$ cat src/rtl/mem_arb_pkg.sv
// Shared types and default sizes for the unified memory port arbiter.
package mem_arb_pkg;

  typedef enum logic [1:0] {
    ARB_IDLE = 2'd0,
    ARB_BUSY = 2'd1,
    ARB_RESP = 2'd2
  } arb_state_t;

  typedef enum logic {
    OWN_CPU = 1'b0,
    OWN_LDR = 1'b1
  } arb_owner_t;

  localparam int DEF_ADDR_W       = 32;
  localparam int DEF_DATA_W       = 32;
  localparam int DEF_STARVE_LIMIT = 4;
  localparam int DEF_TIMEOUT_CYC  = 64;

  // Loader wins when the CPU is idle, or when the loader has waited long enough.
  function automatic logic pick_ldr(input logic cpu_req, input logic ldr_req,
                                    input logic starved);
    return ldr_req & (~cpu_req | starved);
  endfunction

endpackage

$ cat src/rtl/mem_port_arbiter_sat_counter.sv
// Saturating up-counter with synchronous clear; clear has priority over increment.
module sat_counter #(
  parameter int MAX = 4,
  parameter int W   = $clog2(MAX + 1)
) (
  input  logic         clk,
  input  logic         reset,
  input  logic         clr,
  input  logic         inc,
  output logic [W-1:0] count
);

  localparam logic [W-1:0] MAX_V = W'(MAX);

  // Count up to MAX and hold there until cleared.
  always_ff @(posedge clk) begin
    if (reset) begin
      count <= {W{1'b0}};
    end else if (clr) begin
      count <= {W{1'b0}};
    end else if (inc && (count != MAX_V)) begin
      count <= count + W'(1);
    end else begin
      count <= count;
    end
  end

endmodule

$ cat src/rtl/mem_port_arbiter.sv
// Arbiter sharing one memory port between the CPU and a loader/debug port.
// Each access runs IDLE -> BUSY (mem_req high) -> RESP (one-cycle ack).
// CPU has fixed priority; the loader overrides it after STARVE_LIMIT waiting cycles.
// Optional feature macro ARB_TIMEOUT_EN: aborts a BUSY phase after TIMEOUT_CYC cycles
// without mem_ready, acking the owner with err=1 and all-ones read data. The
// TIMEOUT_CYC parameter only exists when that macro is defined.
module mem_port_arbiter
  import mem_arb_pkg::*;
#(
  parameter int ADDR_W       = DEF_ADDR_W,
  parameter int DATA_W       = DEF_DATA_W,
`ifdef ARB_TIMEOUT_EN
  parameter int TIMEOUT_CYC  = DEF_TIMEOUT_CYC,
`endif
  parameter int STARVE_LIMIT = DEF_STARVE_LIMIT
) (
  input  logic              clk,
  input  logic              reset,
  input  logic              cpu_req,
  input  logic              cpu_we,
  input  logic [ADDR_W-1:0] cpu_addr,
  input  logic [DATA_W-1:0] cpu_wdata,
  output logic [DATA_W-1:0] cpu_rdata,
  output logic              cpu_ack,
  output logic              cpu_wait,
  input  logic              ldr_req,
  input  logic              ldr_we,
  input  logic [ADDR_W-1:0] ldr_addr,
  input  logic [DATA_W-1:0] ldr_wdata,
  output logic [DATA_W-1:0] ldr_rdata,
  output logic              ldr_ack,
  output logic              mem_req,
  output logic              mem_we,
  output logic [ADDR_W-1:0] mem_addr,
  output logic [DATA_W-1:0] mem_wdata,
  input  logic [DATA_W-1:0] mem_rdata,
  input  logic              mem_ready,
  output logic              err
);

  localparam int            SW         = $clog2(STARVE_LIMIT + 1);
  localparam logic [SW-1:0] STARVE_MAX = SW'(STARVE_LIMIT);

  arb_state_t          state_r;
  arb_state_t          next_state_s;
  arb_owner_t          owner_r;
  logic                we_r;
  logic [ADDR_W-1:0]   addr_r;
  logic [DATA_W-1:0]   wdata_r;
  logic                cpu_ack_r;
  logic                ldr_ack_r;
  logic [DATA_W-1:0]   cpu_rdata_r;
  logic [DATA_W-1:0]   ldr_rdata_r;
  logic [DATA_W-1:0]   done_data_s;
  logic                grant_s;
  logic                grant_ldr_s;
  logic                done_s;
  logic                timeout_s;
  logic                starved_s;
  logic                starve_inc_s;
  logic [SW-1:0]       starve_cnt_s;
  logic                mem_req_s;
  logic                mem_we_s;

  assign grant_s     = (state_r == ARB_IDLE) & (cpu_req | ldr_req);
  assign grant_ldr_s = (state_r == ARB_IDLE) & pick_ldr(cpu_req, ldr_req, starved_s);
  assign done_s      = (state_r == ARB_BUSY) & (mem_ready | timeout_s);

  // The loader is not starving while it owns an in-flight access or is being granted now.
  assign starve_inc_s = ldr_req & ~grant_ldr_s &
                        ~((state_r != ARB_IDLE) & (owner_r == OWN_LDR));
  assign starved_s    = (starve_cnt_s == STARVE_MAX);

  sat_counter #(.MAX(STARVE_LIMIT), .W(SW)) u_starve_cnt (
    .clk   (clk),
    .reset (reset),
    .clr   (grant_ldr_s),
    .inc   (starve_inc_s),
    .count (starve_cnt_s)
  );

`ifdef ARB_TIMEOUT_EN
  localparam int            TW      = $clog2(TIMEOUT_CYC + 1);
  localparam logic [TW-1:0] TO_LAST = TW'(TIMEOUT_CYC - 1);

  logic          to_inc_s;
  logic [TW-1:0] to_cnt_s;
  logic          err_r;

  // Counter holds the number of completed BUSY cycles of the current access.
  assign to_inc_s  = (state_r == ARB_BUSY) & ~mem_ready;
  assign timeout_s = (state_r == ARB_BUSY) & ~mem_ready & (to_cnt_s == TO_LAST);

  sat_counter #(.MAX(TIMEOUT_CYC), .W(TW)) u_timeout_cnt (
    .clk   (clk),
    .reset (reset),
    .clr   (grant_s),
    .inc   (to_inc_s),
    .count (to_cnt_s)
  );

  // Error flag accompanies the ack of an aborted access.
  always_ff @(posedge clk) begin
    if (reset) begin
      err_r <= 1'b0;
    end else begin
      err_r <= timeout_s;
    end
  end

  assign err = err_r;
`else
  assign timeout_s = 1'b0;
  assign err       = 1'b0;
`endif

  // State register.
  always_ff @(posedge clk) begin
    if (reset) begin
      state_r <= ARB_IDLE;
    end else begin
      state_r <= next_state_s;
    end
  end

  // Next-state logic: new requests are only considered in IDLE.
  always_comb begin
    next_state_s = state_r;
    case (state_r)
      ARB_IDLE: begin
        if (cpu_req | ldr_req) begin
          next_state_s = ARB_BUSY;
        end else begin
          next_state_s = ARB_IDLE;
        end
      end
      ARB_BUSY: begin
        if (mem_ready | timeout_s) begin
          next_state_s = ARB_RESP;
        end else begin
          next_state_s = ARB_BUSY;
        end
      end
      ARB_RESP: next_state_s = ARB_IDLE;
      default:  next_state_s = ARB_IDLE;
    endcase
  end

  // Memory strobes are decoded from the state register only.
  always_comb begin
    mem_req_s = 1'b0;
    mem_we_s  = 1'b0;
    case (state_r)
      ARB_BUSY: begin
        mem_req_s = 1'b1;
        mem_we_s  = we_r;
      end
      default: begin
        mem_req_s = 1'b0;
        mem_we_s  = 1'b0;
      end
    endcase
  end

  // Data returned to the owner: all-ones on abort, zero for writes, memory data for reads.
  always_comb begin
    done_data_s = {DATA_W{1'b0}};
    if (timeout_s) begin
      done_data_s = {DATA_W{1'b1}};
    end else if (we_r) begin
      done_data_s = {DATA_W{1'b0}};
    end else begin
      done_data_s = mem_rdata;
    end
  end

  // Request latching at grant and response capture at completion.
  always_ff @(posedge clk) begin
    if (reset) begin
      owner_r     <= OWN_CPU;
      we_r        <= 1'b0;
      addr_r      <= {ADDR_W{1'b0}};
      wdata_r     <= {DATA_W{1'b0}};
      cpu_ack_r   <= 1'b0;
      ldr_ack_r   <= 1'b0;
      cpu_rdata_r <= {DATA_W{1'b0}};
      ldr_rdata_r <= {DATA_W{1'b0}};
    end else begin
      if (grant_s) begin
        owner_r <= grant_ldr_s ? OWN_LDR : OWN_CPU;
        we_r    <= grant_ldr_s ? ldr_we : cpu_we;
        addr_r  <= grant_ldr_s ? ldr_addr : cpu_addr;
        wdata_r <= grant_ldr_s ? ldr_wdata : cpu_wdata;
      end else begin
        owner_r <= owner_r;
        we_r    <= we_r;
        addr_r  <= addr_r;
        wdata_r <= wdata_r;
      end
      cpu_ack_r <= done_s & (owner_r == OWN_CPU);
      ldr_ack_r <= done_s & (owner_r == OWN_LDR);
      if (done_s && (owner_r == OWN_CPU)) begin
        cpu_rdata_r <= done_data_s;
      end else begin
        cpu_rdata_r <= cpu_rdata_r;
      end
      if (done_s && (owner_r == OWN_LDR)) begin
        ldr_rdata_r <= done_data_s;
      end else begin
        ldr_rdata_r <= ldr_rdata_r;
      end
    end
  end

  assign mem_req   = mem_req_s;
  assign mem_we    = mem_we_s;
  assign mem_addr  = addr_r;
  assign mem_wdata = wdata_r;
  assign cpu_ack   = cpu_ack_r;
  assign ldr_ack   = ldr_ack_r;
  assign cpu_rdata = cpu_rdata_r;
  assign ldr_rdata = ldr_rdata_r;
  assign cpu_wait  = cpu_req & ~cpu_ack_r;

endmodule

$ cat config.mk
export PLATFORM = sky130hd
export DESIGN_NAME = mem_port_arbiter
export DESIGN_NICKNAME = d
export VERILOG_FILES = /design/src/rtl/mem_arb_pkg.sv /design/src/rtl/mem_port_arbiter_sat_counter.sv /design/src/rtl/mem_port_arbiter.sv
export SDC_FILE = /design/constraint.sdc
export NUM_CORES = 1
export LEC_CHECK = 0
export ABC_AREA = 1
export BUFFER_PORTS_ARGS = -buffer_cell sky130_fd_sc_hd__buf_4
export CAP_MARGIN = 0
export CELL_PAD_IN_SITES_DETAIL_PLACEMENT = 1
export CELL_PAD_IN_SITES_GLOBAL_PLACEMENT = 1
export CORE_UTILIZATION = 32
export CTS_BUF_LIST = sky130_fd_sc_hd__clkbuf_2 sky130_fd_sc_hd__clkbuf_4 sky130_fd_sc_hd__clkbuf_8
export CTS_CLUSTER_SIZE = 16
export DETAILED_ROUTE_END_ITERATION = 7
export GPL_ROUTABILITY_DRIVEN = 0
export GPL_TIMING_DRIVEN = 1
export PLACE_DENSITY = 0.95
export SYNTH_ARGS = -nofsm -noshare
export SYNTH_HDL_FRONTEND = slang
export SYNTH_HIERARCHICAL = 1
export SYNTH_SLANG_ARGS = --single-unit
$ cat constraint.sdc
create_clock -name clk -period 2 [get_ports clk]
set_input_delay 0.4 -clock clk [delete_from_list [all_inputs] [get_ports clk]]
set_output_delay 0.4 -clock clk [all_outputs]
set_load 0.02 [all_outputs]
Word level (Yosys, flattened, before mapping)

Cells that the tools add are included.

Register bits after elaboration: 137
Input port bits: 167
Word-level logic and storage cells: 47

$add $sub $neg: 1
Eq/ne operators: 3
Muxes and demuxes: 10
Bitwise logic cells: 17
Reduce and logical (&&, ||, !) cells: 6

Operators by type and width:

| operator                                       | number |
|---|---|
| two-way mux 32 bit                             | 3 |
| AND 1 bit                                      | 10 |
| two-way mux 1 bit                              | 5 |
| NOT 1 bit                                      | 5 |
| case mux 2 bit (2 select lines)                | 1 |
| adder 3 x 1 -> 3 bit (second input constant)   | 1 |
| == test 3 bit (second input constant)          | 1 |
| logical AND 1 bit                              | 3 |
| inequality test 3 bit (second input constant)  | 1 |
| == test 2 x 1 -> 1 bit (second input constant) | 1 |
| logical NOT 2 bit                              | 1 |
| two-way mux 2 bit                              | 1 |
| OR 1 bit                                       | 2 |
| nonzero test 2 bit                             | 1 |
| OR reduction 2 bit                             | 1 |

Longest topological paths before layout

Gate-level depths: netlist of the first run.

Word-level depth: 8
Depth in mapped cells: 13

Modules after synthesis

The synthesis of the first run kept the hierarchy.

By module, submodules not included:

| module           | instances | cells each | area an instance (um^2) |
|---|---|---|---|
| mem_port_arbiter | 1         | 895        | 5,928.2 |
| sat_counter      | 1         | 26         | 168.9 |

Least setup slack after synthesis of the first run

OpenSTA, ideal clock, no wires.

Path kind: reg2out
Start: register we_r
End: output mem_we
Data arrival time: 1.165 ns
Data required time: 1.600 ns
Slack: 0.435 ns
Cell stages (with the launch flop): 5
Path buffers: 2
Path through: dfxtp_1 -> buf_2 -> clkinv_1 -> clkbuf_1 -> nor2_1

Longest elaborated chain between the ends: 1

Ends and longest elaborated chain:

| what                   | RTL line                | source |
|---|---|---|
| start, declared        | mem_port_arbiter.sv:47  | `logic we_r;` |
| start signal, assigned | mem_port_arbiter.sv:191 | `we_r <= grant_ldr_s ? ldr_we : cpu_we;` |
| start signal, assigned | mem_port_arbiter.sv:196 | `we_r <= we_r;` |
| two-way mux 1 bit      | mem_port_arbiter.sv:153 | `case (state_r)` |
| end, declared          | mem_port_arbiter.sv:33  | `output logic mem_we,` |

Every way passes these cells.

Worst setup path after layout of the first run

Start: register state_r[0]
End: output mem_we

Longest elaborated chain between the ends: 2

Ends and longest elaborated chain:

| what                   | RTL line                | source |
|---|---|---|
| start, declared        | mem_port_arbiter.sv:44  | `arb_state_t state_r;` |
| start signal, assigned | mem_port_arbiter.sv:122 | `state_r <= next_state_s;` |
| == test 2 x 1 -> 1 bit | mem_port_arbiter.sv:153 |  |
| two-way mux 1 bit      | mem_port_arbiter.sv:153 |  |

Every way passes these cells.

==> results of run 1 <==
-- synthesized netlist by cell type (all sizes together) --
library cell and number:
conb 1, clkinv 1, nor2 220, dfxtp 137, buf 48, clkbuf 18
nand3 134, ha 2, o21a 1, o21ai 65, inv 96, a21oi 39
nand2 159
-- stage by stage --
step / power, mW / area [sq um] / setup slack, ps
after floorplan: 4.15 / 6100 / 435
after global placement: 4.92 / 8510 / 442
after detailed placement: 5.00 / 8510 / 359
after CTS: 7.66 / 8960 / 419
after global routing: 7.97 / 8960 / 292
final: 7.55 / 8960 / 467
-- flip-flops by register name, indices dropped and copies added (netlist names), 2 cells and up --
name                flops
state_r                 2
mem_addr               32
mem_wdata              32
ldr_rdata              32
u_starve_cnt/count      3
cpu_rdata              32
-- worst max-delay path: cells and delay by family (launching register included) --
| family | cells | cell delay (ps) |
|---|---|---|
| flip-flops | 1 | 360 |
| buffers and inverters | 1 | 150 |
| AND/OR/NAND/NOR | 2 | 190 |
-- power by group --
part           switching (mW)  internal (mW)  leakage (nW)
Combinational            1.08          0.772          3.56
Clock                    1.21           1.41         0.226
Sequential              0.121           2.95          1.13
-- per-layer routing --
layer	vias to the layer above	GRT usage	part of all wire
met3	30	0.0827	0.082
li1	3411	-	-
met5	-	0	0
met1	3267	0.240	0.40
met4	0	0.0816	0.021
met2	257	0.407	0.50
-- cell families after synthesis --
| family | count (synthesis) | share of synthesized area |
|---|---|---|
| other cells | 1 | 0.000615 |
| compound gates | 105 | 0.0872 |
| fa+ha+maj | 2 | 0.00410 |
| simple gates | 513 | 0.345 |
| buf+inv | 163 | 0.114 |
| flops | 137 | 0.450 |
-- worst paths after layout --
kind                                            start       endpoint  slack, ps
worst min-delay path                            reset        cpu_ack        240
worst min register to register          ldr_rdata[21]  ldr_rdata[21]        520
worst max register to register  u_starve_cnt/count[0]  mem_wdata[17]        470
worst max-delay path                       state_r[0]         mem_we        470
-- final cells by class --
type	count	area (sq um)	share of cell area
Inverter	97	364	0.0406
Timing Repair Buffer	315	2430	0.271
Sequential cell	137	2740	0.306
Clock buffer	18	241	0.0270
Clock inverter	14	208	0.0232
Tap cell	234	293	0.0327
Multi-Input combinational cell	621	2680	0.299
==> summary.md, run 1 <==
| Metric | Value |
|---|---|
| CP max FO | 3 |
| Pins Over Slew Limit | 0 |
| Worst Setup End Kind | primary output |
| Maximum VDD drop | 0.385 mV |
| Status | completed |
| Clock-pin slew on the worst setup and hold paths | 90 ps |
| Period utilization | 0.767 |
| Non-Filler Instances | 1,436 |
| TNS Setup | 0 ps |
| CTS tree | yes |
| Largest area contributor in the netlist | dfxtp_1 |
| Reg2Reg Depth | 9 |
| RSZ-0062 raised after global routing | no |
| Avg Cell Area, Syn | 6.62 sq um |
| DIE AREA | 19,600 sq um |
| Max-cap violations | 0 |
| Clock root buffer | clkbuf_8 |
| Final Util | 0.479 |
| Yosys warns | 6 |
| CP Class | reg2out |
| Final ANT Viol Nets | 0 |
| WL per Instance | 15.5 microns |
| Total number of vias | 6,965 |
| Layout Area Growth over Synthesis | 46.9% |
| Initial Utilization | 0.326 |
| Final hold violations | 0 |
| CP required | 1600 ps |
| Port buffer count | 299 |
| All-Layer GR Usage | 0.225 |
| Yosys reg bits | 137 |
| Initial antenna violation count | 0 |
| Post-CTS sizing | 0 |
| Top cell type's share of synthesized area | 0.450 |
| Minimum clock period after layout | 1530 ps |
| Via-to-Cell Ratio | 4.85 |
| H-tree depth | 4 |
| Post-Syn Nets | 1,090 |
| Core footprint | 18,700 sq um |
| Startpoint types | register |
| Min-delay worst type | in2reg |
| Sequential share of the synthesized area | 0.450 |
| # nets final | 1,358 |
| Most frequent cells in the layout | buf_4 (310), nor2_1 (217), nand2_1 (156), dfxtp_1 (137), nand3_1 (134) |
| Yosys cell types | 19 |
| # Post-CTS Setup Buffers | 0 |
| Fmax | 0.652 GHz |
| Die H | 140 microns |
| Share of cells above drive strength 1 | 0.296 |
| # rows | 50 |
| Final setup fails | 0 |
| Leakage power | 4.92 nW |
| Number of global-route vias before repair | 7,070 |
| Clk sinks | 137 |
| Inserted Diodes | 0 |
| Placed cell count | 1,404 |
| Fillers | 2,443 |
| Total routed wirelength | 22,200 microns |
| Cell area after synthesis | 6100 sq um |
| Largest cells by area after synthesis | dfxtp_1 (45%), nor2_1 (13%), nand3_1 (11%), nand2_1 (9.7%), inv_1 (5.8%) |
| Syn Inst Count | 921 |
| Total congestion overflow | 0 |
| Hold-fix buffers, CTS | 0 |
| CTS Buffer Depth | 2 |
| Hold Crit Depth | 2 |
| First-pass GRT wire length | 35,000 microns |
| Slowest stage cell, crit path | dfxtp_1 |
| Power per cell area | 843 nW/um^2 |
| Insertion delay to the later sink of the worst-skew pair | 430 ps |
| CTS Buf Count | 17 |
| Relative slew slack | 0.606 |
| Post-DP HPWL | 16,400 microns |
| DIE WIDTH | 140 microns |
| Min Hold Slack | 239 ps |
| Commonest non-fill, non-tap cell in the layout | buf_4 |
| Largest net degree at the start of global routing | 85 |
| DRC Markers | 0 |
| Clock Skew | 12.4 ps |
| Worst stage delay on the critical path | 360 ps |
| Critical Path AT | 1130 ps |
| Worst Tran Pin Value | 590 ps |
| Crit path cell chain | nand2_1 -> nor2_1 -> buf_4 |
| Top-Level Pins | 301 |
| TritonRoute pass-1 iters | 4 |
| First-iteration detailed-routing DRC count | 257 |
No activity file was read; power rests on OpenSTA's default activity.
==> inputs of run 2 (changes only) <==
ABC_AREA = 0   (was 1)
CORE_UTILIZATION = 34   (was 32)
clock period = 1.55 ns   (was 2 ns; I/O delays follow)
==> summary.md, run 2 <==
| Metric | Value |
|---|---|
| Hold-fix buffers, CTS | 0 (unchanged) |
| Worst reg-to-reg setup slack | -380 ps (-850 ps) |
| All-Layer GR Usage | 0.259 (+0.0337) |
| Placed cell count | 1,227 (-13%) |
| Initial Utilization | 0.349 (+0.0226) |
| Endpoint, Worst Hold | mem_wdata[20] |
| CP required | 1860 ps (+260 ps) |
| Die H | 138 microns (-1.5%) |
| DIE AREA | 19,000 sq um (-3.0%) |
| Avg Cell Area, Syn | 8.52 sq um (+29%) |
| Status | finished with violations |
| Reg-to-Reg End | mem_wdata[9] |
| Post-Syn Nets | 906 (-17%) |
| Yosys reg bits | 137 (unchanged) |
| Clock Skew | 16.2 ps (+3.86 ps) |
| Largest cells by area after synthesis | dfxtp_1 (44%), a211oi_1 (7.8%), nand2_1 (7.8%), o221ai_2 (7.4%), o22ai_1 (6.5%) |
| Initial antenna violation count | 0 (unchanged) |
| Post-synth EDFFs | 0 (unchanged) |
| Largest net degree at the start of global routing | 73 (-14%) |
| Layout Area Growth over Synthesis | 64.7% |
| Critical Path Start | u_starve_cnt/count[1] |
| Post-DP HPWL | 17,300 microns (+5.5%) |
| Final worst-path setup slack | -383 ps (-850 ps) |
| Slowest stage cell, crit path | or4b_4 |
| DRC Markers | 0 (unchanged) |
| Most frequent cells after synthesis | dfxtp_1 (137), nand2_1 (130), a21oi_1 (66), nor2_1 (66) |
| Area of placed instances | 8990 sq um (+5.7%) |
| Cell area after synthesis | 6280 sq um (+3.0%) |
| Share of cells above drive strength 1 | 0.539 (+0.243) |
| CP Class | reg2reg |
| Ys async rst share | 0 (unchanged) |
| Post-Layout Inst Area | 10,300 sq um (+16%) |
| WL met2 | 14,200 microns (+27%) |
| Post-Synth Adder-Cell Area | 0.00398 (-0.000121) |
| Yosys cell types | 36 (+17) |
| Ys flop type | dfxtp_1 |
| CTS Buffer Depth | 2 (unchanged) |
| Power per cell area | 945 nW/um^2 (+12%) |
| CTS tree | yes |
| TritonRoute pass-1 iters | 5 (+1) |
| Reg2Reg Depth | 5 (-4) |
| CTS Buf Count | 17 (unchanged) |
| Port buffer count | 299 (unchanged) |
| First-pass GRT wire length | 38,400 microns (+9.5%) |
| Maximum VDD drop | 0.518 mV (+35%) |
| Startpoint types | register |
| Insertion delay to the later sink of the worst-skew pair | 460 ps (+30 ps) |
| Commonest non-fill, non-tap cell in the layout | buf_4 |
| Failing checks | negative setup slack |
| Minimum clock period after layout | 1930 ps |
| Min-delay src | cpu_wdata[20] |
| Via-to-Cell Ratio | 5.74 (+18%) |
| Inserted Diodes | 0 (unchanged) |
| Compound-gate portion of the synthesized area | 0.324 (+0.237) |
| RSZ-0062 raised after global routing | yes |
| Number of global-route vias before repair | 7,305 (+3.3%) |
| Non-Filler Instances | 1,270 (-12%) |
| Fmax | 0.517 GHz |
| Final hold violations | 0 (unchanged) |
| DIE WIDTH | 138 microns (-1.5%) |
| # rows | 49 (-2.0%) |
| Core footprint | 18,000 sq um (-3.6%) |
| Clock root buffer | clkbuf_8 |
| RR Startpoint | u_starve_cnt/count[1] |
| Largest family of logic cells by synthesized area | compound AO/OA/AOI/OAI gates |
| Relative slew slack | 0.652 (+0.0456) |
| Min-delay worst type | in2reg |
| Top cell type's share of synthesized area | 0.437 (-0.0133) |
| Final ANT Viol Nets | 0 (unchanged) |
| Pins Over Slew Limit | 0 (unchanged) |
| H-tree depth | 4 (unchanged) |
| Total congestion overflow | 0 (unchanged) |
| Max-cap violations | 0 (unchanged) |
| Yosys warns | 6 (unchanged) |
| First-iteration detailed-routing DRC count | 338 (+32%) |
| Period utilization | 1.25 |
| Most frequent cells in the layout | buf_4 (317), dfxtp_1 (133), nand2_1 (77), o22ai_1 (65), nor2_1 (65) |
| Worst Setup End Kind | register |
| Clk sinks | 137 (unchanged) |
| Final setup fails | 120 (+120) |
| Critical Path AT | 2240 ps (+1110 ps) |
| Top-Level Pins | 301 (unchanged) |
| Worst stage delay on the critical path | 530 ps (+170 ps) |
| TNS Setup | -22,850 ps (-22,850 ps) |
| Post-Synth Simple-Gate Area | 0.175 (-0.169) |
| Worst Tran Pin Value | 521 ps (-68.8 ps) |
| CP max FO | 30 (+27) |
| M1 WL | 11,100 microns (+27%) |
| Xor and xnor area share after synthesis | 0 (unchanged) |
| WL per Instance | 22.1 microns (+43%) |
| Hold Crit Depth | 3 (+1) |
| Crit path max-delay family | simple AND/OR/NAND/NOR gates |
| Crit path cell chain | or3b_4 -> or4b_4 -> buf_12 -> o221ai_2 -> a211oi_1 |
| Syn Inst Count | 737 (-20%) |
| # nets final | 1,198 (-12%) |
| Total routed wirelength | 28,000 microns (+26%) |
| Multiplexer share of the synthesized area | 0.00478 (+0.00478) |
| Sequential share of the synthesized area | 0.437 (-0.0133) |
| Clock-pin slew on the worst setup and hold paths | 80 ps (about the same) |
| Met3 Routed Length | 1470 microns (-20%) |
| Cell with the most instances after synthesis | dfxtp_1 |
| Largest area contributor in the netlist | dfxtp_1 |
| Crit path buffers/inverters | 1 (unchanged) |
| Leakage power | 4.44 nW (-9.8%) |
| Total number of vias | 7,288 (+4.6%) |
| Uppermost routed layer | met4 |
## run 2: metal layers
layer / vias up / global-route usage
met2: 300 / 0.450
met3: 93 / 0.0534
li1: 3318 / -
met5: - / 0
met4: 0 / 0.134
met1: 3577 / 0.299
## run 2: power breakdown
group	leakage [nW]	internal (mW)	switching, mW	total (mW)
Combinational	3.10	1.15	1.44	2.58
Clock	0.208	1.73	1.52	3.25
Sequential	1.12	3.76	0.179	3.94
## run 2: area by class of cell
cell class / instances / area [sq um]
fillers: 2037 / 7680
multi-input cells: 523 / 3930
repair buffers: 347 / 2950
flip-flops and latches: 137 / 2750
well taps: 229 / 287
clock buffers: 21 / 283
clock inverters: 10 / 144
inverters: 3 / 11.3
## run 2: per-stage QoR
stage,hold WS [ps],setup WS [ps],util,total power [mW]
6_report,154,-383,0.574,9.78
5_1_grt,141,-394,0.574,10.2
2_1_floorplan,376,-273,-,5.10
4_1_cts,134,-367,0.531,9.55
3_3_place_gp,444,-269,0.499,6.19
3_5_place_dp,447,-368,0.499,6.28
## run 2: tightest hold or removal path, stage by stage
cell and delay [ps]:
buf_4 110, nor2_1 90, a211oi_1 50
## run 2: cell families after synthesis
logic type / after synthesis
adders and majority gates: 2
other: 1
and+or+nand+nor: 251
AOI/OAI and AO/OA: 267
buffers and inverters: 77
DFF: 137
muxes: 2
## run 2: worst max path at each step
stage              endpoint  depth (start not counted)  slack, ps
3_3_place_gp    mem_addr[2]                          5       -270
2_1_floorplan  mem_addr[15]                          6       -270
4_1_cts        mem_wdata[9]                          5       -370
3_5_place_dp   mem_wdata[9]                          5       -370
6_report       mem_wdata[9]                          5       -380
5_1_grt        mem_wdata[9]                          5       -390
## run 2: what timing repair did
action | 4_1_cts | 5_1_grt
buffers inserted | 4 | 5
endpoints found under the setup margin | 71 | 134
cloned | 2 | 4
resized for setup | 16 | 183
pin swaps | 2 | 63
